===== config.mk =====
export PLATFORM = sky130hd
export DESIGN_NAME = midi_parser
export DESIGN_NICKNAME = d
export VERILOG_FILES = /design/src/rtl/midi_parser_pkg.sv /design/src/rtl/midi_parser.sv
export SDC_FILE = /design/constraint.sdc
export NUM_CORES = 1
export LEC_CHECK = 0
export ABC_AREA = 1
export CAP_MARGIN = 20
export CORE_UTILIZATION = 34
export CTS_CLUSTER_SIZE = 8
export DETAILED_ROUTE_END_ITERATION = 10
export GPL_ROUTABILITY_DRIVEN = 0
export SYNTH_ARGS = -nofsm -noshare
export SYNTH_HDL_FRONTEND = slang
export SYNTH_SLANG_ARGS = --single-unit

===== constraint.sdc =====
create_clock -name clock_50_000_000 -period 2.2 [get_ports clock_50_000_000]
set_clock_uncertainty 0.2 [all_clocks]
set_input_delay 0.33 -clock clock_50_000_000 [delete_from_list [all_inputs] [get_ports clock_50_000_000]]
set_output_delay 0.33 -clock clock_50_000_000 [all_outputs]
set_load 0.01 [all_outputs]

===== src/rtl/midi_parser_pkg.sv =====
// Shared MIDI constants, event types and the event payload struct for the parser.
package midi_parser_pkg;

  localparam int unsigned BYTE_WIDTH = 8;
  localparam int unsigned NIBBLE_W   = 4;
  localparam int unsigned DATA_W     = 7;

  // Status nibbles of channel-voice messages
  localparam logic [NIBBLE_W-1:0] ST_NOTE_OFF   = 4'h8;
  localparam logic [NIBBLE_W-1:0] ST_NOTE_ON    = 4'h9;
  localparam logic [NIBBLE_W-1:0] ST_CONTROL    = 4'hB;
  localparam logic [NIBBLE_W-1:0] ST_PROGRAM    = 4'hC;
  localparam logic [NIBBLE_W-1:0] ST_CHAN_AT    = 4'hD;
  localparam logic [NIBBLE_W-1:0] ST_PITCH_BEND = 4'hE;

  localparam logic [BYTE_WIDTH-1:0] SYSEX_START  = 8'hF0;
  localparam logic [BYTE_WIDTH-1:0] EOX          = 8'hF7;
  localparam logic [BYTE_WIDTH-1:0] REALTIME_MIN = 8'hF8;

  typedef enum logic [1:0] {
    EV_NOTE_OFF = 2'd0,
    EV_NOTE_ON  = 2'd1,
    EV_CONTROL  = 2'd2
  } event_type_t;

  typedef struct packed {
    event_type_t         kind;
    logic [NIBBLE_W-1:0] channel;
    logic [DATA_W-1:0]   key;
    logic [DATA_W-1:0]   value;
  } midi_event_t;

  // Program change and channel aftertouch carry a single data byte
  function automatic logic has_two_data(input logic [NIBBLE_W-1:0] nib);
    return !((nib == ST_PROGRAM) || (nib == ST_CHAN_AT));
  endfunction

endpackage


===== src/rtl/midi_parser.sv =====
// MIDI byte-stream parser: running status, real-time passthrough, SysEx skipping,
// channel filter and a one-entry valid/ready event register.
module midi_parser
  import midi_parser_pkg::*;
#(
  parameter bit                  OMNI    = 1'b1,
  parameter logic [NIBBLE_W-1:0] CHANNEL = 4'd0
) (
  input  logic                  clock_50_000_000,
  input  logic                  reset,
  input  logic [BYTE_WIDTH-1:0] byte_data,
  input  logic                  byte_valid,
  output logic                  event_valid,
  input  logic                  event_ready,
  output logic [1:0]            event_type,
  output logic [NIBBLE_W-1:0]   event_channel,
  output logic [DATA_W-1:0]     event_key,
  output logic [DATA_W-1:0]     event_value,
  output logic                  overrun
);

  typedef enum logic [1:0] {IDLE, SYSEX, WAIT_D1, WAIT_D2} state_t;

  state_t                state;
  logic [BYTE_WIDTH-1:0] status_q;
  logic [DATA_W-1:0]     d1_q;
  midi_event_t           ev_q;

  logic        is_sysex, is_common, is_status, is_data;
  logic        decodable, channel_ok, fire;
  midi_event_t new_ev;

  // Byte classifier; real-time bytes (>= REALTIME_MIN) match no class and are ignored
  always_comb begin
    is_sysex  = byte_valid && (byte_data == SYSEX_START);
    is_common = byte_valid && (byte_data > SYSEX_START) && (byte_data <= EOX);
    is_status = byte_valid && byte_data[7] && (byte_data < SYSEX_START);
    is_data   = byte_valid && !byte_data[7];
  end

  // Event decode for the message completed by the current data byte
  always_comb begin
    new_ev         = '0;
    new_ev.kind    = EV_NOTE_OFF;
    new_ev.channel = status_q[3:0];
    new_ev.key     = d1_q;
    new_ev.value   = byte_data[6:0];
    decodable      = 1'b0;
    case (status_q[7:4])
      ST_NOTE_OFF: decodable = 1'b1;
      ST_NOTE_ON: begin
        decodable   = 1'b1;
        new_ev.kind = (byte_data[6:0] != 7'd0) ? EV_NOTE_ON : EV_NOTE_OFF;
      end
      ST_CONTROL: begin
        decodable   = 1'b1;
        new_ev.kind = EV_CONTROL;
      end
      ST_PITCH_BEND: decodable = 1'b0;
      default:       decodable = 1'b0;
    endcase
    channel_ok = OMNI || (status_q[3:0] == CHANNEL);
    fire       = is_data && (state == WAIT_D2) && decodable && channel_ok;
  end

  // Parse FSM and output register
  always_ff @(posedge clock_50_000_000) begin
    if (reset) begin
      state       <= IDLE;
      status_q    <= '0;
      d1_q        <= '0;
      ev_q        <= '0;
      event_valid <= 1'b0;
      overrun     <= 1'b0;
    end else begin
      overrun <= 1'b0;
      if (event_valid && event_ready) event_valid <= 1'b0;

      if (is_sysex) begin
        state <= SYSEX;
      end else if (is_common) begin
        state <= IDLE;
      end else if (is_status) begin
        status_q <= byte_data;
        state    <= WAIT_D1;
      end else if (is_data) begin
        case (state)
          WAIT_D1: begin
            d1_q <= byte_data[6:0];
            if (has_two_data(status_q[7:4])) state <= WAIT_D2;
          end
          WAIT_D2: state <= WAIT_D1;
          default: state <= state;
        endcase
      end

      if (fire) begin
        if (!event_valid || event_ready) begin
          ev_q        <= new_ev;
          event_valid <= 1'b1;
        end else begin
          overrun <= 1'b1;
        end
      end
    end
  end

  assign event_type    = ev_q.kind;
  assign event_channel = ev_q.channel;
  assign event_key     = ev_q.key;
  assign event_value   = ev_q.value;

endmodule


==> impl_metrics.json, run 1 <==
{
  "outcome": "finished clean",
  "synth_seq_cells": 39,
  "wl_per_cell_um": 12.0,
  "cp.arrival_ns": 1.78,
  "stdcell_area_mm2": 0.00201,
  "syn_inst": 200,
  "stdcell_count": 288,
  "synthTopCellsByCount": "dfxtp_1, nor2_1, a21oi_1",
  "yosysMostFrequentCell": "dfxtp_1",
  "nFillCells": 457,
  "drive_gt1_share_pct": 9.32,
  "core_area_mm2": 0.00435,
  "synth_top_cell_area_share_pct": 50.4,
  "worstPathRequired_ns": 2.23,
  "cts_resized": 0,
  "hp-class": "reg2reg",
  "slew_viol_final": 0,
  "yosys-top-cells-area": "dfxtp_1, nor2_1, a21oi_1",
  "holdBufCountCts": 0,
  "async_flop_share_pct": 0,
  "drt-pass1-iter-count": 5,
  "critical_path.startpoint": "byte_valid",
  "dieArea_mm2": 0.00483,
  "yosys.area.top_type": "dfxtp_1",
  "fin_nets": 248,
  "start_kind": "input pin",
  "die_height_um": 69.5,
  "area_growth_pct": 29.7,
  "cp.depth": 8,
  "antenna_cells": 0,
  "worstPathMaxFanout": 15,
  "crit_family": "buffers and inverters",
  "synth.distinct_cells": 23,
  "critPathBufInv": 2,
  "drcViolationCount": 0,
  "fmax_ghz": 0.571,
  "grt_pass1_vias": 1221,
  "start_util_pct": 35.5,
  "clkTransAtPathRegs_ns": 0.08,
  "avgSynthCellArea_um2": 7.74,
  "period_needed_ns": 1.75,
  "cpPeakStageDelay_ns": 0.53,
  "design.portCount": 34,
  "cpMaxStageDelayCell": "clkdlybuf4s50_1",
  "antenna_found_initial": 0,
  "ys_seq_area_share_pct": 50.4,
  "rsz0062_at_grt": "false",
  "slew_headroom_pct": 73.5,
  "via_count": 1371,
  "dp_hpwl_mm": 2.39,
  "cts_buffers": 5,
  "synth_edf_count": 0,
  "cts-root-buf": "clkbuf_8",
  "post_dp_cell_area_mm2": 0.00192,
  "post-cts-setup-buffer-count": 0,
  "syn-num-nets": 212,
  "worstRegToRegCells": 7,
  "cap_violations": 0,
  "reg2reg_slack_ns": 0.61,
  "yosys_warnings": 0,
  "crit_chain": "clkdlybuf4s50_1 > nand2_2 > nor2_4 > nand2_4 > nor2_8 > buf_4 > o21ai_0 > a21oi_1",
  "reg2reg_to": "event_value[0]$_SDFFE_PP0P_",
  "final_antenna_net_count": 0,
  "finalCritPeriodShare_pct": 79.6,
  "clk_path_buf_depth": 2,
  "initialDrtViolationCount": 56,
  "worst_pin_slew_ns": 0.396,
  "grtUsageTotal_pct": 15.1,
  "io_buffers": 33,
  "num_rows": 24,
  "cts_tree": "yes",
  "max-vdd-ir-drop_mv": 0.236,
  "hold_viol_final": 0,
  "reg2reg_from": "state[0]$_SDFFE_PP0P_",
  "crit_end": "event_value[0]$_SDFFE_PP0P_",
  "grt_overflow": 0,
  "clock-sinks": 39,
  "insertion_delay_ns": 0.30,
  "routed_via_density": 4.76,
  "leakage_nw": 0.874,
  "syn-cell-area_mm2": 0.00155,
  "synthFlopType": "dfxtp_1",
  "place_inst": 281,
  "path_class": "in2reg",
  "grt_pass1_wl_mm": 5.72,
  "setup_viol": 0,
  "htreeDepth": 2,
  "die_w_um": 69.5,
  "wl_mm": 3.47,
  "powerDensity_mw_per_mm2": 658,
  "grt_max_degree": 32,
  "crit_path_end_kind": "flop",
  "fin_tns_setup_ns": 0
}
-- metrics by stage --
stage / util (%) / total power, mW / setup WS (ns) / hold slack [ns]
finish: 46.1 / 1.32 / 0.450 / 0.266
global route: 46.1 / 1.39 / 0.319 / 0.294
CTS: 46.1 / 1.34 / 0.437 / 0.269
detailed placement: 44.1 / 0.848 / 0.133 / 0.256
global placement: 44.1 / 0.849 / 0.143 / 0.254
floorplan: - / 0.805 / 0.803 / 0.241
-- worst register-to-register path: stages (launching register included) --
cell     delay (ns)
dfxtp_1        0.36
nand2_1        0.10
nor2_2         0.16
nand2_4        0.09
nor2_8         0.20
buf_4          0.22
o21ai_0        0.08
a21oi_1        0.12
-- cell usage in the layout (no fill, tap or decap), drive strengths merged --
cell type	netlist	final
nand4	1	1
nor3	1	1
nand3	5	5
clkinv	0	1
clkdlybuf4s50	0	33
clkbuf	2	6
nor2	42	42
o21ai	31	31
buf	7	5
a21oi	26	26
a211oi	2	2
dfxtp	39	39
inv	22	22
nand2	22	22
-- layer usage --
| metal | track usage (%) | vias to the layer above | wire, um |
|---|---|---|---|
| met4 | 8.16 | 0 | 89 |
| met2 | 22.3 | 38 | 1490 |
| met3 | 4.36 | 9 | 196 |
| met1 | 19.6 | 609 | 1690 |
| met5 | 0 | - | 0 |
| li1 | - | 715 | - |
-- registers in the layout, summed over array words and instances, names as in the netlist --
name	flops
status_q	8
d1_q	7
event_key	7
event_value	7
event_channel	4
event_type	2
state	2
event_valid	1
overrun	1
-- power breakdown --
group	total, mW	internal, mW	switching, mW
clock network	0.488	0.246	0.242
registers	0.734	0.723	0.0107
logic	0.0990	0.0423	0.0567
-- worst min-delay path by stage --
stage / start / endpoint / slack (ns) / cells past startpoint
2_1_floorplan: status_q[3]$_SDFFE_PP0P_ / status_q[3]$_SDFFE_PP0P_ / 0.24 / 2
3_3_place_gp: event_type[1]$_SDFFE_PP0P_ / event_type[1]$_SDFFE_PP0P_ / 0.25 / 2
3_5_place_dp: event_type[1]$_SDFFE_PP0P_ / event_type[1]$_SDFFE_PP0P_ / 0.26 / 2
5_1_grt: event_type[1]$_SDFFE_PP0P_ / event_type[1]$_SDFFE_PP0P_ / 0.29 / 2
6_report: event_type[1]$_SDFFE_PP0P_ / event_type[1]$_SDFFE_PP0P_ / 0.27 / 2
4_1_cts: event_type[1]$_SDFFE_PP0P_ / event_type[1]$_SDFFE_PP0P_ / 0.27 / 2
-- cell type report --
type                            count  area, um2  area share (%)
Clock inverter                      1       5.00           0.249
Timing Repair Buffer               38        368            18.3
Multi-Input combinational cell    130        624            31.1
Clock buffer                        6       82.6            4.11
Tap cell                           52       65.1            3.24
Inverter                           22       82.6            4.11
Sequential cell                    39        781            38.9
-- kinds of logic after synthesis --
logic type	synth area share [%]
AND/OR/NAND/NOR	20.7
AO/OA/AOI/OAI	19.6
flip-flops	50.4
buffers and inverters	9.22
(Power assumes the default switching activity.)
==> inputs of run 2 (changes only) <==
==> constraint.sdc (replaced) <==
create_clock -name clock_50_000_000 -period 1.6 [get_ports clock_50_000_000]
set_clock_uncertainty 0.2 [all_clocks]
set_input_delay 0.24 -clock clock_50_000_000 [delete_from_list [all_inputs] [get_ports clock_50_000_000]]
set_output_delay 0.24 -clock clock_50_000_000 [all_outputs]
set_load 0.01 [all_outputs]
==> run 2 against run 1 <==
  * Routed wire length increased by 2.9%
  * Via count grew 3.4%
  * Setup slack worse by 0.38 ns
  * Clock power rose by 66%
  * Worst hold slack got worse by 0.0042 ns
  * First-iteration DRC count increased by 66%
  * Sequential share of layout area is 3.2 points lower
  * Die area unchanged
  * Largest cell class unchanged
  * Highest routed layer unchanged
==> impl_metrics.json, run 2 (synthesis gave the netlist of run 1 again) <==
{
  "outcome": "finished clean",
  "regMostFlops": "status_q",
  "num_rows": 24,
  "finalCritPeriodShare_pct": 95.6,
  "holdBufCountCts": 0,
  "grt_pass1_wl_mm": 6.04,
  "powerDensity_mw_per_mm2": 906,
  "worstPathMaxFanout": 12,
  "grt_max_degree": 32,
  "clk_path_buf_depth": 2,
  "io_buffers": 33,
  "reg2reg_from": "state[0]$_SDFFE_PP0P_",
  "worstRegToRegCells": 7,
  "wl_mm": 3.57,
  "start_util_pct": 35.5,
  "drcViolationCount": 0,
  "setup_viol": 0,
  "whs_path_depth": 2,
  "holdPathEnd": "event_type[1]$_SDFFE_PP0P_",
  "hold_viol_final": 0,
  "antenna_found_initial": 0,
  "htreeDepth": 2,
  "pwr-share-clk_pct": 40.9,
  "dp_slack_ns": -0.259,
  "die_height_um": 69.5,
  "layout_commonest_cell": "dfxtp_1",
  "slew_headroom_pct": 82.5,
  "wl_per_cell_um": 11.7,
  "leakage_nw": 1.20,
  "hp-class": "reg2reg",
  "cts_buffers": 5,
  "slew_viol_final": 0,
  "reg2reg_slack_ns": 0.16,
  "cp.arrival_ns": 1.55,
  "initialDrtViolationCount": 93,
  "die_w_um": 69.5,
  "clkTransAtPathRegs_ns": 0.07,
  "fmax_ghz": 0.654,
  "design.portCount": 34,
  "layout_common_cells": "dfxtp_1, nor2_1, a21oi_1, inv_1, nand2_1",
  "place_inst": 296,
  "rsz0062_at_grt": "true",
  "routed_via_density": 4.66,
  "reg2reg_to": "event_value[2]$_SDFFE_PP0P_",
  "max-vdd-ir-drop_mv": 0.560,
  "start_kind": "input pin",
  "drive_gt1_share_pct": 15.9,
  "worstPathRequired_ns": 1.62,
  "core_area_mm2": 0.00435,
  "grt_pass1_vias": 1324,
  "post-cts-setup-buffer-count": 0,
  "hold_path_startpoint": "event_type[1]$_SDFFE_PP0P_",
  "p_sw_mw": 0.446,
  "insertion_delay_ns": 0.29,
  "swShare_pct": 22.5,
  "period_needed_ns": 1.53,
  "cts_tree": "yes",
  "cap_violations": 0,
  "final_antenna_net_count": 0,
  "area_growth_pct": 41.5,
  "cts-root-buf": "clkbuf_8",
  "seqPwrFrac_pct": 50.9,
  "dp_hpwl_mm": 2.53,
  "grt_overflow": 0,
  "via_count": 1417,
  "fin_nets": 263,
  "combPwrFrac_pct": 8.2,
  "largest_reg_flops": 8,
  "stdcell_count": 304,
  "grtUsageTotal_pct": 15.9,
  "dieArea_mm2": 0.00483,
  "worst_pin_slew_ns": 0.262,
  "intPower_mw": 1.54,
  "crit_path_end_kind": "flop",
  "clock-sinks": 39,
  "setup_ws_ns": 0.0700,
  "path_class": "in2reg",
  "drt-pass1-iter-count": 5,
  "antenna_cells": 0
}
==> run 2: what timing repair did <==
item / CTS / global route
cloned: 0 / 0
setup endpoints to repair: 13 / 18
resized for setup: 13 / 13
==> run 2: final cells by class <==
class / instances / area [um2]
Clock buffer: 5 / 68.8
Clock inverter: 3 / 43.8
Fill cell: 419 / 2160
Inverter: 22 / 82.6
Multi-Input combinational cell: 130 / 629
Sequential cell: 39 / 781
Tap cell: 52 / 65.1
Timing Repair Buffer: 53 / 519
==> run 2: worst max-delay path by stage <==
| stage | from | end | slack (ns) | cells after the start |
|---|---|---|---|---|
| floorplan | event_valid$_SDFF_PP0_ | event_channel[0]$_SDFFE_PP0P_ | 0.22 | 6 |
| global placement | byte_valid | event_value[1]$_SDFFE_PP0P_ | -0.19 | 8 |
| detailed placement | byte_valid | event_value[3]$_SDFFE_PP0P_ | -0.26 | 8 |
| CTS | event_channel[0]$_SDFFE_PP0P_ | event_channel[0] | 0.002 | 1 |
| global route | byte_data[7] | event_key[1]$_SDFFE_PP0P_ | -0.002 | 9 |
| finish | byte_valid | event_value[2]$_SDFFE_PP0P_ | 0.07 | 8 |
==> run 2: critical path, cell delays in order <==
cell and delay [ns]:
clkdlybuf4s50_1 0.53, nand2_2 0.09, nor2_4 0.12, nand2_4 0.07, nor2_8 0.12, buf_6 0.16
o21ai_0 0.08, a21oi_1 0.12
==> run 2: power groups by stage <==
stage | sequential (mW) | clock, mW | combinational, mW
final | 1.01 | 0.811 | 0.164
after global routing | 1.01 | 0.875 | 0.182
after CTS | 1.01 | 0.826 | 0.164
after detailed placement | 1.03 | 0 | 0.163
after global placement | 1.03 | 0 | 0.162
after floorplan | 1.03 | 0 | 0.0793
==> run 2: through the flow <==
| step | power (mW) | hold slack (ns) | cell area, um2 | util [%] | TNS [ns] |
|---|---|---|---|---|---|
| 2_1_floorplan | 1.11 | 0.188 | 1550 | - | 0 |
| 3_3_place_gp | 1.19 | 0.251 | 2060 | 47.3 | -5.51 |
| 3_5_place_dp | 1.19 | 0.255 | 2060 | 47.3 | -6.33 |
| 4_1_cts | 2.00 | 0.266 | 2150 | 49.5 | 0 |
| 5_1_grt | 2.07 | 0.279 | 2190 | 50.3 | -0.00329 |
| 6_report | 1.98 | 0.262 | 2190 | 50.3 | 0 |
==> run 2: metal layers <==
layer | wire [um] | GRT usage (%) | up-vias
met2 | 1590 | 23.6 | 41
met3 | 211 | 4.36 | 5
met5 | 0 | 0 | -
met4 | 53 | 7.71 | 0
li1 | - | - | 749
met1 | 1710 | 21.1 | 622
==> inputs of run 3 (changes only) <==
==> constraint.sdc (replaced) <==
create_clock -name clock_50_000_000 -period 1.8 [get_ports clock_50_000_000]
set_clock_uncertainty 0.2 [all_clocks]
set_input_delay 0.27 -clock clock_50_000_000 [delete_from_list [all_inputs] [get_ports clock_50_000_000]]
set_output_delay 0.27 -clock clock_50_000_000 [all_outputs]
set_load 0.01 [all_outputs]
==> run 3 against run 2 <==
  * Cell area decreased by 4.6%
  * Utilization shrank 2.3 points
  * Final cell count decreased by 2.3%
  * Setup slack improved by 0.086 ns
  * Combinational power down 20%
  * Worst hold slack better by 0.0075 ns
  * Critical path depth shrank 7
  * Via count is 3.5% lower
  * Sequential power down 11%
  * Routed wire length fell by 0.56%
  * Highest routed layer unchanged
  * Sequential share of layout area rose by 1.7 points
  * First-iteration DRC count down 15%
==> impl_metrics.json, run 3 (synthesis gave the netlist of run 1 again) <==
{
  "outcome": "finished clean",
  "io_buffers": 33,
  "rsz0062_at_grt": "false",
  "routed_via_density": 4.61,
  "reg2reg_to": "event_type[0]$_SDFFE_PP0P_",
  "largest_reg_flops": 8,
  "dp_hpwl_mm": 2.50,
  "reg2reg_from": "status_q[5]$_SDFFE_PP0P_",
  "worstPathMaxFanout": 2,
  "cpMaxStageDelayCell": "clkdlybuf4s50_1",
  "initialDrtViolationCount": 79,
  "fmax_ghz": 0.608,
  "layout_common_cells": "dfxtp_1, nor2_1, clkdlybuf4s50_1, a21oi_1",
  "whs_path_depth": 2,
  "leakage_nw": 0.920,
  "cts_tree": "yes",
  "setup_viol": 0,
  "worstPathRequired_ns": 1.33,
  "clk_path_buf_depth": 2,
  "slew_headroom_pct": 76.0,
  "worstRegToRegCells": 8,
  "wl_per_cell_um": 11.9,
  "grt_overflow": 0,
  "dp_slack_ns": -0.0516,
  "area_growth_pct": 34.9,
  "grt_max_degree": 32,
  "antenna_cells": 0,
  "cts_resized": 0,
  "htreeDepth": 2,
  "die_height_um": 69.5,
  "wl_mm": 3.55,
  "path_class": "reg2out",
  "design.portCount": 34,
  "cap_violations": 0,
  "critical_path.startpoint": "event_value[0]$_SDFFE_PP0P_",
  "fin_nets": 256,
  "max-vdd-ir-drop_mv": 0.500,
  "reg2reg_slack_ns": 0.31,
  "period_needed_ns": 1.64,
  "insertion_delay_ns": 0.29,
  "cts_buffers": 5,
  "grt_pass1_vias": 1282,
  "holdPathEnd": "event_type[1]$_SDFFE_PP0P_",
  "critPathBufInv": 1,
  "regMostFlops": "status_q",
  "powerDensity_mw_per_mm2": 792,
  "cpPeakStageDelay_ns": 0.54,
  "layout_commonest_cell": "dfxtp_1",
  "die_w_um": 69.5,
  "crit_path_end_kind": "primary output",
  "worst_pin_slew_ns": 0.360,
  "antenna_found_initial": 0,
  "core_area_mm2": 0.00435,
  "crit_family": "buffers and inverters",
  "grtUsageTotal_pct": 15.8,
  "hp-class": "reg2reg",
  "holdWs_ns": 0.269,
  "via_count": 1368,
  "cts-root-buf": "clkbuf_8",
  "drt-pass1-iter-count": 4,
  "drcViolationCount": 0,
  "setup_ws_ns": 0.156,
  "holdBufCountCts": 0,
  "num_rows": 24,
  "drive_gt1_share_pct": 12.2,
  "final_antenna_net_count": 0,
  "start_util_pct": 35.5,
  "dieArea_mm2": 0.00483,
  "post-cts-setup-buffer-count": 0,
  "clkTransAtPathRegs_ns": 0.08,
  "fin_tns_setup_ns": 0,
  "crit_chain": "clkdlybuf4s50_1",
  "grt_pass1_wl_mm": 5.93,
  "hold_path_startpoint": "event_type[1]$_SDFFE_PP0P_",
  "start_kind": "flop",
  "slew_viol_final": 0,
  "hold_viol_final": 0,
  "cp.arrival_ns": 1.17,
  "clock-sinks": 39,
  "finalCritPeriodShare_pct": 91.3
}
run 3: metal layers:
layer,track usage [%],wire length [um]
met4,7.48,70
met1,21.2,1800
met3,5.23,148
met5,0,0
met2,22.8,1520
run 3: how the worst max path moves through the flow:
stage / slack [ns] / cells past startpoint / to
after global placement: -0.02 / 8 / event_value[2]$_SDFFE_PP0P_
after floorplan: 0.42 / 6 / event_channel[0]$_SDFFE_PP0P_
after detailed placement: -0.05 / 9 / event_value[6]$_SDFFE_PP0P_
after global routing: 0.10 / 9 / event_value[4]$_SDFFE_PP0P_
final: 0.16 / 1 / event_value[0]
after CTS: 0.14 / 1 / event_value[3]
run 3: where the power goes:
group | internal (mW) | total [mW] | switching [mW]
Combinational | 0.0604 | 0.132 | 0.0713
Clock | 0.314 | 0.626 | 0.312
Sequential | 0.884 | 0.897 | 0.0130
run 3: through the flow:
step                      util, %  total power, mW  cells  cell area (um2)
final                        48.0             1.65    297             2090
after global routing         48.0             1.72    297             2090
after CTS                    48.0             1.67    297             2090
after detailed placement     45.8             1.05    289             1990
after global placement       45.8             1.05    289             1990
after floorplan                 -            0.984    200             1550
run 3: layout make-up:
class                      count  area, um2
fill                         427       2270
sequential                    39        781
multi-input combinational    130        624
timing repair buffer          46        440
clock buffer                   7       86.3
inverter                      22       82.6
tap                           52       65.1
clock inverter                 1       8.76
run 3: tightest hold or removal path, delay by kind of cell (launching register included):
kind               cells  cell delay, ns
DFF                    1            0.31
AOI/OAI and AO/OA      1            0.05
and+or+nand+nor        1            0.06
